[src/rtl/partial_scheduler.sv]
// Partial scheduler: sequences NUM_VOICES sine partials through one shared,
// pipelined CORDIC per sample frame and mixes the returned sines, each
// weighted by its voice gain, into one signed sum.
module partial_scheduler #(
   parameter int NUM_VOICES     = 8,
   parameter int CORDIC_LATENCY = 20
) (
   input  logic                                  clk,
   input  logic                                  rst_n,
   input  logic                                  sample_tick,
   input  logic                                  cfg_we,
   input  logic [$clog2(NUM_VOICES)-1:0]         cfg_voice,
   input  logic [13:0]                           cfg_incr,
   input  logic [7:0]                            cfg_gain,
   output logic [13:0]                           cordic_angle,
   output logic                                  cordic_angle_valid,
   input  logic signed [15:0]                    cordic_sin,
   input  logic                                  cordic_valid,
   output logic signed [24+$clog2(NUM_VOICES)-1:0] mix_out,
   output logic                                  mix_valid,
   output logic                                  busy,
   output logic                                  overrun,
   input  logic                                  overrun_clr
);

   localparam int VW = $clog2(NUM_VOICES);
   localparam int MW = 24 + VW;
   localparam int FW = (CORDIC_LATENCY > 1) ? $clog2(CORDIC_LATENCY) : 1;

   typedef enum logic [1:0] {
      S_FLUSH,
      S_IDLE,
      S_ISSUE,
      S_COLLECT
   } state_t;

   state_t              r_state;
   logic [FW-1:0]       r_flush_cnt;
   logic [VW-1:0]       r_issue;
   logic [VW:0]         r_ret;
   logic signed [MW-1:0] r_acc;
   logic signed [MW-1:0] r_mix;
   logic                r_mix_valid;
   logic                r_done;
   logic                r_overrun;
   logic [13:0]         r_phase [NUM_VOICES];
   logic [13:0]         r_incr  [NUM_VOICES];
   logic [7:0]          r_gain  [NUM_VOICES];

   logic [13:0]         w_angle;
   logic                w_issuing;
   logic                w_in_frame;
   logic [VW-1:0]       w_ret_idx;
   logic                w_accept;
   logic                w_last;
   logic signed [23:0]  w_sin_ext;
   logic signed [23:0]  w_gain_ext;
   logic signed [23:0]  w_prod;
   logic signed [MW-1:0] w_prod_ext;

   // Angle for the voice being issued; the 14-bit sum wraps modulo 2^14,
   // which is exactly the +-pi wrap of the two's complement angle.
   assign w_angle    = r_phase[r_issue] + r_incr[r_issue];
   assign w_issuing  = (r_state == S_ISSUE);
   assign w_in_frame = (r_state == S_ISSUE) || (r_state == S_COLLECT);

   // Results come back in issue order, so the return counter names the voice.
   // Once all NUM_VOICES results are in, further strobes are ignored.
   assign w_ret_idx  = r_ret[VW-1:0];
   assign w_accept   = cordic_valid && w_in_frame &&
                       (r_ret != (VW+1)'(NUM_VOICES));
   assign w_last     = w_accept && (w_ret_idx == VW'(NUM_VOICES - 1));

   // Q2.14 sine times unsigned Q0.8 gain always fits a 24-bit signed product.
   assign w_sin_ext  = {{8{cordic_sin[15]}}, cordic_sin};
   assign w_gain_ext = {16'd0, r_gain[w_ret_idx]};
   assign w_prod     = w_sin_ext * w_gain_ext;
   assign w_prod_ext = {{VW{w_prod[23]}}, w_prod};

   assign cordic_angle       = w_issuing ? w_angle : 14'd0;
   assign cordic_angle_valid = w_issuing;
   assign busy               = (r_state != S_IDLE);
   assign mix_out            = r_mix;
   assign mix_valid          = r_mix_valid;
   assign overrun            = r_overrun;

   // Voice configuration: writable at any time, read only when issuing.
   always_ff @(posedge clk) begin
      // NOTE: per-voice tables are reset explicitly because a freshly reset
      // voice must be silent (gain 0) and start from phase 0.
      if (!rst_n) begin
         for (int v = 0; v < NUM_VOICES; v++) begin
            r_incr[v] <= '0;
            r_gain[v] <= '0;
         end
      end else if (cfg_we) begin
         r_incr[cfg_voice] <= cfg_incr;
         r_gain[cfg_voice] <= cfg_gain;
      end
   end

   // Frame sequencer: flush, wait for a tick, issue voices, collect results.
   always_ff @(posedge clk) begin
      // NOTE: state is updated with non-blocking assignments so every term on
      // the right-hand side sees the pre-edge value, as the hardware does.
      if (!rst_n) begin
         r_state     <= S_FLUSH;
         r_flush_cnt <= '0;
         r_issue     <= '0;
         r_ret       <= '0;
         r_acc       <= '0;
         r_mix       <= '0;
         r_mix_valid <= 1'b0;
         r_done      <= 1'b0;
         r_overrun   <= 1'b0;
         for (int v = 0; v < NUM_VOICES; v++) begin
            r_phase[v] <= '0;
         end
      end else begin
         r_mix_valid <= 1'b0;

         // A dropped tick during a frame wins over a clear in the same cycle.
         if (sample_tick && w_in_frame) begin
            r_overrun <= 1'b1;
         end else if (overrun_clr) begin
            r_overrun <= 1'b0;
         end

         if (w_accept) begin
            r_acc <= r_acc + w_prod_ext;
            r_ret <= r_ret + 1'b1;
            if (w_last) begin
               r_mix  <= r_acc + w_prod_ext;
               r_done <= 1'b1;
            end
         end

         case (r_state)
            S_FLUSH: begin
               // Let anything still inside the CORDIC pipeline drain unseen.
               if (r_flush_cnt == FW'(CORDIC_LATENCY - 1)) begin
                  r_state <= S_IDLE;
               end else begin
                  r_flush_cnt <= r_flush_cnt + 1'b1;
               end
            end
            S_IDLE: begin
               if (sample_tick) begin
                  r_state <= S_ISSUE;
                  r_issue <= '0;
                  r_ret   <= '0;
                  r_acc   <= '0;
                  r_done  <= 1'b0;
               end
            end
            S_ISSUE: begin
               r_phase[r_issue] <= w_angle;
               if (r_issue == VW'(NUM_VOICES - 1)) begin
                  r_state <= S_COLLECT;
               end else begin
                  r_issue <= r_issue + 1'b1;
               end
            end
            S_COLLECT: begin
               if (r_done) begin
                  r_mix_valid <= 1'b1;
                  r_done      <= 1'b0;
                  r_state     <= S_IDLE;
               end
            end
            default: r_state <= S_FLUSH;
         endcase
      end
   end

endmodule
[config.mk]
export PLATFORM = sky130hd
export DESIGN_NAME = partial_scheduler
export DESIGN_NICKNAME = d
export VERILOG_FILES = /design/src/rtl/partial_scheduler.sv
export SDC_FILE = /design/constraint.sdc
export NUM_CORES = 1
export LEC_CHECK = 0
export BUFFER_PORTS_ARGS = -buffer_cell sky130_fd_sc_hd__buf_4
export CELL_PAD_IN_SITES_DETAIL_PLACEMENT = 2
export CELL_PAD_IN_SITES_GLOBAL_PLACEMENT = 2
export CORE_ASPECT_RATIO = 0.9
export CORE_MARGIN = 4
export CORE_UTILIZATION = 48
export CTS_BUF_LIST = sky130_fd_sc_hd__clkbuf_4 sky130_fd_sc_hd__clkbuf_8
export DETAILED_ROUTE_END_ITERATION = 16
export PLACE_DENSITY = 0.92
export SYNTH_ARGS = -nofsm -noshare
export SYNTH_HDL_FRONTEND = slang
export SYNTH_SLANG_ARGS = --single-unit
[constraint.sdc]
create_clock -name clk -period 15.6 [get_ports clk]
set_input_delay 3.12 -clock clk [delete_from_list [all_inputs] [get_ports clk]]
set_output_delay 3.12 -clock clk [all_outputs]
set_load 0.05 [all_outputs]
**After elaboration in Yosys (flattened, before gate mapping)**

Memories as Yosys holds them, arrays and structs flattened. A register that Yosys moved wholly into a read port is not among the register bits.
Index checks and enable logic that the tools add are counted.

- Add/subtract/negate cells: 5
- $mul: 1
- Equal/unequal tests: 13
- Muxes and demuxes: 44
- Bitwise logic cells: 1
- Reductions and logical operators: 16

Operator list:

| cell | number |
|---|---|
| 27-bit 2-to-1 mux | 3 |
| 14-bit 2-to-1 mux | 3 |
| 3-bit 2-to-1 mux | 10 |
| 14-bit OR reduction | 2 |
| 27-bit by 24-bit adder with 27-bit output | 1 |
| 16-bit by 9-bit multiplier with 24-bit output | 1 |
| 1-bit 2-to-1 mux | 17 |
| 14-bit adder | 1 |
| 4-bit 2-to-1 mux | 3 |
| 2-bit 2-to-1 mux | 4 |
| 8-bit 2-to-1 mux | 1 |
| 2-bit inequality test (second input constant) | 4 |
| 2-bit case mux with 4 select lines | 1 |
| 8-bit OR reduction | 1 |
| 3-bit == test (second input constant) | 2 |
| 3-bit case mux with 2 select lines | 1 |
| 2-bit AND reduction | 3 |
| 5-bit by 1-bit adder with 5-bit output (second input constant) | 1 |
| 5-bit == test (second input constant) | 1 |
| 4-bit by 1-bit adder with 4-bit output (second input constant) | 1 |
| 2-bit == test (second input constant) | 2 |
| 1-bit logical AND | 4 |
| 2-bit by 1-bit inequality test with 1-bit output (second input constant) | 2 |
| 4-bit inequality test (second input constant) | 1 |
| other kinds (9) | 10 |

- Bits in registers: 71
- Memory bits (writable): 288
- Input bits: 47
- Output and inout bits: 45
- Logic and storage cells: 92
- Memories: 3

Memory list:

| memory | depth | width | rd ports | clocked after Yosys merged registers in | write ports | line | source |
|---|---|---|---|---|---|---|---|
| r_incr | 8 | 14 | 1 | 1 | 8 | 47 | `logic [13:0] r_incr [NUM_VOICES];` |
| r_phase | 8 | 14 | 1 | 1 | 8 | 46 | `logic [13:0] r_phase [NUM_VOICES];` |
| r_gain | 8 | 8 | 1 | 1 | 8 | 48 | `logic [7:0] r_gain [NUM_VOICES];` |

**Longest topological paths before layout**

Gate-level depths: netlist of the first run.

- Depth after elaboration: 9
- Gate-level depth with buffers: 32
- Gate-level depth less buffers: 29

**Worst setup path after synthesis of the first run**

Ideal clock, no wire load.

- Path type: input to register
- From: input cordic_sin[9]
- To: register r_mix[23] (netlist: mix_out[23])
- Setup time: 0.115 ns
- Arrival: 8.733 ns
- Required time: 15.485 ns
- Slack: 6.752 ns
- Cell stages on the path: 27
- Buffers on the path: 1
- Cells stage by stage: nand2_1 fa_1 inv_1 fa_1 fa_1 inv_1 fa_1 inv_1 ha_1 o21a_1 o21ai_1 o21ba_2 o31ai_1 a21oi_1 o21ai_0 a21oi_1 xnor2_1 ha_1 buf_4 nand2_2 or3_4 or3_1 o221ai_2 o221ai_2 xor2_1 o21ai_1 and2_1

- Longest elaborated chain between the ends: 2

Ends and longest elaborated chain:

| what | line | source |
|---|---|---|
| from (decl) | 17 | `input logic signed [15:0] cordic_sin,` |
| 16-bit by 9-bit multiplier with 24-bit output | 77 | `assign w_prod = w_sin_ext * w_gain_ext;` |
| 27-bit by 24-bit adder with 27-bit output | 133 | `r_mix <= r_acc + w_prod_ext;` |
| to (signal assigned) | 133 |  |
| to (decl) | 42 | `logic signed [MW-1:0] r_mix;` |

No other way between the ends.
A chain may end at the register's enable or synchronous reset.

==> flow_summary.toml, run 1 <==
[floorplanning]
rows = 74
dieArea_sq_um = 49200
core-area_sq_um = 45300
fp.dieW_um = 233
die_y_um = 211
num_io_pins = 92
initial_core_util_pct = 48.4

[cts]
cts_resized = 0
htreeDepth = 2
worstSkewPairLatency_ns = 0.71
cts_tree = "yes"
clkTransAtPathRegs_ns = 0.06
post-cts-setup-buffer-count = 0
cts_buffers = 61
cts_buffer_depth = 3
hold_buffers = 0
numClockSinks = 362
clockRootBuffer = "clkbuf_8"

[yosys]
post_synth.cell_area_avg_sq_um = 11.6
synth_area_leaders = "edfxtp_1 (39%), fa_1 (9.3%), mux4_2 (7.4%), dfxtp_1 (6.8%), and2_1 (6.1%)"
synth.ff_latch_count = 362
synthArstFlopShare_pct = 0
synth_top_area_share_pct = 39.4
synthFlopType = "edfxtp_1"
ys_types = 69
synthCells = 1890
synth_area_sq_um = 21900
yosysTopAreaCell = "edfxtp_1"
seq_area_frac_synth_pct = 46.2
ys_warn_count = 0
syn_nets = 2140
synth_edf_count = 288

[drt]
vias = 16200
drc = 0
ant_nets = 0
drt_iter0_markers = 1252
via_per_inst = 6.16
firstDrtPassIters = 7
wl_per_cell_um = 32.1
drt-total-wl_um = 84500

[timing]
finalClockSkew_ns = 0.0285
whs_ns = 0.461
tightest_slew_ns = 1.32
worst_slack_ns = 6.18
max_freq_mhz = 106
period_share_pct = 60.4
slew_headroom_pct = 12.2
slew_violations = 0
rsz0062_at_grt = "no"
fin_setup_tns_ns = 0
hold_violations = 0
setup_violations = 0
fin_crit_ns = 9.42

[finish]
nNetsFinal = 2229
final_cell_mix = "edfxtp_1 (288), and2_1 (215), nand2_1 (181)"
regArea_sq_um = 10100
final_common_cell = "edfxtp_1"
layout-drive-gt1-share_pct = 17.1
nFillCells = 4309
multi_input_area_sq_um = 10900
area_growth_pct = 11.3

[global_routing]
overflow = 0
grt_max_degree = 63
grt_pass1_wl_um = 125000
grt_usage_pct = 34.5
antenna_found_initial = 2
grt_pass1_vias = 18700

[setup_path]
cpMaxStageDelayCell = "xor2_1"
critPathArrivalTime_ns = 6.30
startpoint_type = "flop"
ff2ff_setup_slack_ns = 6.74
path_max_fanout = 37
slowest_delay_ns = 0.75
cp.required_ns = 12.48
path_cells = "buf_4 -> mux4_2 -> mux2_2 -> ha_1 -> fa_1 -> a21o_1 -> a21oi_2 -> o21bai_1 -> a31oi_1 -> o21ai_0 -> a21oi_1 -> xor2_1 -> nor2_1 -> buf_4"
critical_path_class = "reg -> out"
end_kind = "primary output"
crit_top_cell = "buf_4"
rr_worst_depth = 28
r2r_start = "r_ret[1]"
timing.rr.end = "mix_out[23]"

[placed_design]
dp_slack_ns = 5.87
portBuffers = 91
place_congestion = 0.850
dp_hpwl_um = 51600

[power]
leakage_nw = 9.76
fin_total_pwr_mw = 3.85
p_per_area_nw_per_um2 = 158
ir_drop_v = 0.000103

[worst_hold_path]
worstHoldStart = "mix_out[19]"
hp-class = "reg -> reg"
hold_path_end = "mix_out[19]"
min_path_cells = 2

[job]
cap_violations = 0

[status]
status = "complete, no violations"
==> kinds of logic (layout without fill, tap and decap cells) <==
| family | after synthesis | in the layout | synth area share [%] |
|---|---|---|---|
| AOI/OAI and AO/OA | 232 | 232 | 7.31 |
| xor gates and xnor gates | 66 | 66 | 2.67 |
| adders and majority gates | 203 | 203 | 15.1 |
| buffers and inverters | 248 | 384 | 4.39 |
| DFF | 362 | 362 | 46.2 |
| muxes | 112 | 112 | 9.40 |
| other | 0 | 1 | 0 |
| and+or+nand+nor | 667 | 667 | 14.9 |
==> per-stage QoR <==
| stage | instance area, sq um | std cells | util, % |
|---|---|---|---|
| final | 24400 | 2635 | 53.9 |
| after global routing | 24400 | 2635 | 53.9 |
| after CTS | 24400 | 2634 | 53.9 |
| after detailed placement | 23300 | 2524 | 51.4 |
| after global placement | 23300 | 2524 | 51.4 |
| after floorplan | 21900 | 1890 | - |
==> critical path, delay by kind of cell (launching register included) <==
family	cells	cell delay [ns]
AO/OA/AOI/OAI	6	1.44
multiplexers	2	0.97
buffers and inverters	2	0.94
XOR/XNOR	1	0.75
adder cells (fa/ha/maj)	2	0.72
flip-flops	1	0.63
AND/OR/NAND/NOR	1	0.09
==> metal layers <==
| metal | global-route usage, % | vias up | part of all wire (%) |
|---|---|---|---|
| met5 | 0 | - | 0.012 |
| met4 | 19.0 | 2 | 6.1 |
| met3 | 5.85 | 294 | 5.6 |
| met2 | 61.6 | 757 | 52 |
| met1 | 39.4 | 8493 | 36 |
| li1 | - | 6687 | - |
==> sequential cells by signal, indices dropped and copies added, names as in the netlist, named ones only <==
name / count
r_issue: 3
r_phase: 112
r_incr: 112
r_state: 2
r_done: 1
overrun: 1
mix_valid: 1
r_ret: 4
r_flush_cnt: 5
mix_out: 27
r_gain: 64
r_acc: 27
==> cell type report <==
type,instances,share of cell area (%)
diodes,1,0.0103
clock buffers,78,3.99
clock inverters,32,0.733
inverters,168,2.58
multi-input cells,1280,44.8
flip-flops and latches,362,41.5
well taps,608,3.12
repair buffers,106,3.26
==> power breakdown <==
part	switching (mW)	internal, mW
Sequential	0.0228	1.09
Clock	0.444	0.426
Combinational	1.23	0.639
==> synthesized netlist by cell type (all sizes together), types with 2 or more instances <==
cell type	n
nor3	7
nand3	24
nand2b	8
ha	101
a211oi	11
a211o	4
edfxtp	288
o21bai	17
mux2	32
xnor2	42
o41ai	3
o31ai	2
clkinv	2
and3	3
inv	166
mux4	72
xor2	24
or2	2
o221ai	2
o211ai	4
mux2i	8
buf	25
and2	215
fa	102
nand4	11
nand2	182
a31oi	9
a31o	2
o21ai	51
a21boi	14
or3	3
o211a	4
a21o	22
nor2	167
o21a	6
clkbuf	55
nor2b	42
dfxtp	74
a21oi	71
==> worst max path at each step <==
| stage | startpoint | to | cells past startpoint |
|---|---|---|---|
| 3_5_place_dp | cordic_sin[9] | mix_out[23] | 27 |
| 2_1_floorplan | cordic_sin[9] | mix_out[23] | 27 |
| 4_1_cts | flop | cordic_angle[10] | 14 |
| 6_report | flop | cordic_angle[10] | 14 |
| 3_3_place_gp | cordic_sin[9] | mix_out[23] | 27 |
| 5_1_grt | flop | cordic_angle[10] | 14 |
Power figures use the tool's default switching activity.
==> run 2: changes to the inputs <==
--- a/config.mk
+++ b/config.mk
@@ -10,10 +10,10 @@
 export CELL_PAD_IN_SITES_GLOBAL_PLACEMENT = 2
 export CORE_ASPECT_RATIO = 0.9
 export CORE_MARGIN = 4
-export CORE_UTILIZATION = 48
+export CORE_UTILIZATION = 44
 export CTS_BUF_LIST = sky130_fd_sc_hd__clkbuf_4 sky130_fd_sc_hd__clkbuf_8
 export DETAILED_ROUTE_END_ITERATION = 16
-export PLACE_DENSITY = 0.92
+export PLACE_DENSITY = 0.85
 export SYNTH_ARGS = -nofsm -noshare
 export SYNTH_HDL_FRONTEND = slang
 export SYNTH_SLANG_ARGS = --single-unit
==> constraint.sdc (replaced) <==
create_clock -name clk -period 8.7 [get_ports clk]
set_input_delay 1.74 -clock clk [delete_from_list [all_inputs] [get_ports clk]]
set_output_delay 1.74 -clock clk [all_outputs]
set_load 0.05 [all_outputs]
==> run 2 against run 1 <==
  * Combinational power rose by 66%
  * First-iteration DRC count is 19% lower
  * Cell area grew 0.93%
  * Wire length shrank 18%
  * Non-clock buffer count rose by 2
  * Register-to-register slack worse by 6.1 ns
  * Via count down 6.3%
  * Count of clock-buffer cells in the layout up 11
==> flow_summary.toml, run 2 (synthesized netlist as in run 1, its figures left out) <==
[status]
status = "complete, no violations"

[finish]
final_common_cell = "edfxtp_1"
area_growth_pct = 12.4
top_regs = "r_incr x112, r_phase x112, r_gain x64"
diodes = 0
final_cell_mix = "edfxtp_1 (288), and2_1 (215), nand2_1 (181)"
nFillCells = 4874
nNetsFinal = 2236
layout-drive-gt1-share_pct = 17.9

[global_routing]
gr-max-usage-layer = "met2"
grt_max_degree = 56
grt_pass1_vias = 17800
grt.met1_usage_pct = 30.3
grtUsageMet2_pct = 49.2
overflow = 0
met3_usage_pct = 4.32
antenna_found_initial = 2
grt_pass1_wl_um = 107000
grt_usage_pct = 26.2

[timing]
fin_setup_tns_ns = 0
slew_headroom_pct = 12.7
worst_slack_ns = 0.651
rsz0062_at_grt = "no"
period_share_pct = 92.5
slew_violations = 0
tightest_slew_ns = 1.31
hold_violations = 0
max_freq_mhz = 124
finalClockSkew_ns = 0.0426
setup_violations = 0
fin_crit_ns = 8.05

[setup_path]
critPathArrivalTime_ns = 8.57
timing.rr.end = "r_acc[24]"
crit_top_cell = "fa_1"
cp-endpoint = "r_acc[24]"
slowest_delay_ns = 0.59
cpMaxStageDelayCell = "mux4_2"
path_max_fanout = 20
ff2ff_setup_slack_ns = 0.65
cp.required_ns = 9.22
cp_num_buf_inv = 3
cp.depth = 28
rr_worst_depth = 28
crit_start = "r_ret[0]"
startpoint_type = "flop"
r2r_start = "r_ret[0]"
cp_top_family = "adder cells"
end_kind = "flop"
critical_path_class = "reg -> reg"

[drt]
ant_nets = 0
via_per_inst = 5.62
firstDrtPassIters = 5
drt-total-wl_um = 69200
vias = 15200
wl_per_cell_um = 25.6
drc = 0
drt_iter0_markers = 1019

[worst_hold_path]
worstHoldStart = "mix_out[21]"
min_path_cells = 2
hp-class = "reg -> reg"

[cts]
worstSkewPairLatency_ns = 0.64
clkTransAtPathRegs_ns = 0.06
htreeDepth = 3
cts_buffers = 66
numClockSinks = 362
post-cts-setup-buffer-count = 0
cts_tree = "yes"
cts_buffer_depth = 3
hold_buffers = 0
clockRootBuffer = "clkbuf_8"
cts_resized = 0

[power]
power_switching_mw = 2.78
ir_drop_v = 0.000160
p_per_area_nw_per_um2 = 273
p_clk_share_pct = 24.4
seq_power_share_pct = 29.4
switching_share_pct = 41.3
p_int_mw = 3.95
leakage_nw = 9.85
pwr-share-comb_pct = 46.2

[job]
cap_violations = 0

[floorplanning]
rows = 77
fp.dieW_um = 243
num_io_pins = 92
dieArea_sq_um = 53500
initial_core_util_pct = 44.5
die_y_um = 220
core-area_sq_um = 49200

[placed_design]
portBuffers = 91
dp_hpwl_um = 48700
place_congestion = 0.834
dp_slack_ns = 0.480
-- run 2: changes by cell type in the layout (fill, tap and decap cells not counted) --
| cell | change |
|---|---|
| inv_8 | +2 |
| inv_16 | -1 |
| buf_4 | +2 |
| clkbuf_4 | +2 |
| clkinv_4 | +1 |
| clkinv_1 | -10 |
| clkbuf_8 | +9 |
| clkinvlp_4 | +1 |
| diode_2 | -1 |
| inv_12 | +1 |
-- run 2: final cells by class --
type	instances	area, sq um	share of cell area [%]
clock buffer	89	1110	4.51
timing repair buffer	108	811	3.29
inverter	168	631	2.56
multi-input combinational	1280	10900	44.4
sequential	362	10100	41.1
clock inverter	26	176	0.716
tap	671	840	3.41
-- run 2: metrics by stage --
stage / hold slack (ns) / cells / cell area (sq um) / power, mW / util, %
final: 0.466 / 2704 / 24600 / 6.73 / 50.0
after global routing: 0.500 / 2704 / 24600 / 7.17 / 50.0
after CTS: 0.470 / 2704 / 24600 / 6.80 / 50.0
after detailed placement: 0.462 / 2589 / 23300 / 5.13 / 47.4
after global placement: 0.446 / 2589 / 23300 / 4.97 / 47.4
after floorplan: 0.441 / 1890 / 21900 / 4.23 / -
-- run 2: how the worst min path moves through the flow --
| stage | end | slack [ns] |
|---|---|---|
| finish | mix_out[21] | 0.47 |
| global route | mix_out[21] | 0.50 |
| CTS | mix_out[21] | 0.47 |
| detailed placement | mix_out[21] | 0.46 |
| global placement | mix_out[19] | 0.45 |
| floorplan | r_acc[0] | 0.44 |
-- run 2: metal layers --
| layer | vias up | wire length [um] |
|---|---|---|
| met5 | - | 27 |
| met4 | 4 | 2290 |
| met3 | 150 | 2730 |
| met2 | 416 | 37000 |
| met1 | 7952 | 27200 |
| li1 | 6687 | - |
-- run 2: worst reg2reg max path: cells and delay by family, from the launching register on --
family / cells / cell delay (ns)
AO/OA/AOI/OAI: 10 / 2.08
XOR/XNOR: 2 / 0.44
adder cells (fa/ha/maj): 6 / 2.70
buffers and inverters: 3 / 0.47
flip-flops: 1 / 0.32
multiplexers: 2 / 1.04
AND/OR/NAND/NOR: 5 / 0.88
-- run 2: power by group through the flow --
stage | logic [mW] | registers (mW) | clock network, mW
2_1_floorplan | 2.23 | 1.99 | 0
3_3_place_gp | 2.98 | 2.00 | 0
3_5_place_dp | 3.12 | 2.01 | 0
4_1_cts | 3.15 | 1.98 | 1.68
5_1_grt | 3.44 | 1.98 | 1.76
6_report | 3.11 | 1.98 | 1.64
==> run 3: changes to the inputs <==
--- a/config.mk
+++ b/config.mk
@@ -14,6 +14,7 @@
 export CTS_BUF_LIST = sky130_fd_sc_hd__clkbuf_4 sky130_fd_sc_hd__clkbuf_8
 export DETAILED_ROUTE_END_ITERATION = 16
 export PLACE_DENSITY = 0.85
+export RECOVER_POWER = 25
 export SYNTH_ARGS = -nofsm -noshare
 export SYNTH_HDL_FRONTEND = slang
 export SYNTH_SLANG_ARGS = --single-unit
==> run 3 against run 2 <==
  * The run now ends with max-capacitance violations, max-slew violations left
  * Core utilization decreased by 0.36 points
  * Sequential power about the same
  * Worst setup slack worse by 0.00098 ns
  * Clock skew is 0.00070 ns lower
  * Critical path type unchanged
  * Critical endpoint is now mix_out[24]
==> flow_summary.toml, run 3 (synthesized netlist as in run 1, its figures left out) <==
[cts]
clockRootBuffer = "clkbuf_8"
cts_resized = 0
numClockSinks = 362
worstSkewPairLatency_ns = 0.66
cts_buffers = 66
cts_tree = "yes"
hold_buffers = 0
cts_buffer_depth = 3
htreeDepth = 3
clkTransAtPathRegs_ns = 0.06
post-cts-setup-buffer-count = 0

[timing]
max_freq_mhz = 124
finalClockSkew_ns = 0.0419
hold_violations = 0
rsz0062_at_grt = "no"
slew_violations = 148
fin_setup_tns_ns = 0
slew_headroom_pct = -199
period_share_pct = 92.5
tightest_slew_ns = 4.44
fin_crit_ns = 8.05
setup_violations = 0

[drt]
drc = 0
drt-total-wl_um = 69200
ant_nets = 0
firstDrtPassIters = 7
wl_per_cell_um = 25.6
vias = 15200
drt_iter0_markers = 1005
via_per_inst = 5.62

[setup_path]
slowest_delay_ns = 0.58
critPathArrivalTime_ns = 8.56
path_max_fanout = 20
ff2ff_setup_slack_ns = 0.65
end_kind = "flop"
cpMaxStageDelayCell = "mux4_2"
cp.required_ns = 9.21
critical_path_class = "reg -> reg"
r2r_start = "r_ret[0]"
crit_top_cell = "fa_1"
rr_worst_depth = 28
timing.rr.end = "mix_out[24]"
startpoint_type = "flop"

[finish]
diodes = 0
fin_area_sq_um = 24500
area_growth_pct = 11.5
nNetsFinal = 2236
layout-drive-gt1-share_pct = 15.9
final_cell_mix = "edfxtp_1 (288), nand2_1 (181), and2_1 (176)"
top_regs = "r_incr x112, r_phase x112, r_gain x64"
final_cells = 2704
final_common_cell = "edfxtp_1"

[global_routing]
grt_usage_pct = 26.2
grt_pass1_wl_um = 107000
grt_max_degree = 56
overflow = 0
antenna_found_initial = 2
grt_pass1_vias = 17800

[placed_design]
dp_hpwl_um = 48700
dp_cells = 2589
place_congestion = 0.834
portBuffers = 91
place_area_sq_um = 23300

[worst_hold_path]
worstHoldStart = "mix_out[21]"
hp-class = "reg -> reg"
min_path_cells = 2
hold_path_end = "mix_out[21]"

[power]
p_per_area_nw_per_um2 = 275
ir_drop_v = 0.000162
leakage_nw = 9.66

[floorplanning]
dieArea_sq_um = 53500
die_y_um = 220
initial_core_util_pct = 44.5
rows = 77
core-area_sq_um = 49200
num_io_pins = 92
fp.dieW_um = 243

[status]
violations = "max-capacitance violations, max-slew violations"
status = "finished with violations"

[job]
cap_violations = 5
[run 3: changes by cell type in the layout (fill, tap and decap cells not counted), sizes merged]
cell / delta
buf: -33
clkbuf: +33
[run 3: cell type report]
type / count / area (sq um)
Fill cell: 4913 / 24800
Clock inverter: 26 / 176
Multi-Input combinational cell: 1280 / 10900
Clock buffer: 89 / 1110
Sequential cell: 362 / 10100
Timing Repair Buffer: 108 / 687
Tap cell: 671 / 840
Inverter: 168 / 631
[run 3: worst max-delay path by stage]
stage	start	to	slack (ns)	cells after the start
3_5_place_dp	cordic_sin[9]	mix_out[23]	0.48	27
6_report	r_ret[0]	mix_out[24]	0.65	28
2_1_floorplan	r_ret[0]	mix_out[23]	1.17	32
4_1_cts	r_ret[0]	mix_out[23]	0.61	28
5_1_grt	r_ret[0]	mix_out[23]	0.13	29
3_3_place_gp	cordic_sin[10]	mix_out[23]	0.59	27
[run 3: routing by layer]
layer / track usage (%) / routed length [um] / vias to the layer above
met2: 49.2 / 36900 / 376
met1: 30.3 / 27500 / 7976
met4: 9.52 / 2260 / 4
met3: 4.32 / 2540 / 150
met5: 0 / 21 / -
li1: - / - / 6686
[run 3: per-stage QoR]
stage / utilization [%] / power (mW) / worst slack, ns / hold slack, ns
6_report: 49.7 / 6.73 / 0.650 / 0.463
5_1_grt: 49.7 / 7.17 / 0.131 / 0.498
4_1_cts: 50.0 / 6.80 / 0.607 / 0.470
3_5_place_dp: 47.4 / 5.13 / 0.480 / 0.462
3_3_place_gp: 47.4 / 4.97 / 0.594 / 0.446
2_1_floorplan: - / 4.23 / 1.17 / 0.441
[run 3: where the power goes]
part | internal, mW | switching [mW] | leakage, nW
Combinational | 1.13 | 1.98 | 5.62
Sequential | 1.95 | 0.0297 | 3.36
Clock | 0.869 | 0.774 | 0.678
[run 3: worst max-delay path: cells and delay by family, from the launching register on]
family | cells | cell delay, ns
buf+inv | 3 | 0.47
fa+ha+maj | 6 | 2.70
compound gates | 10 | 2.08
flops | 1 | 0.31
simple gates | 5 | 0.87
mux | 2 | 1.01
xor+xnor | 2 | 0.44
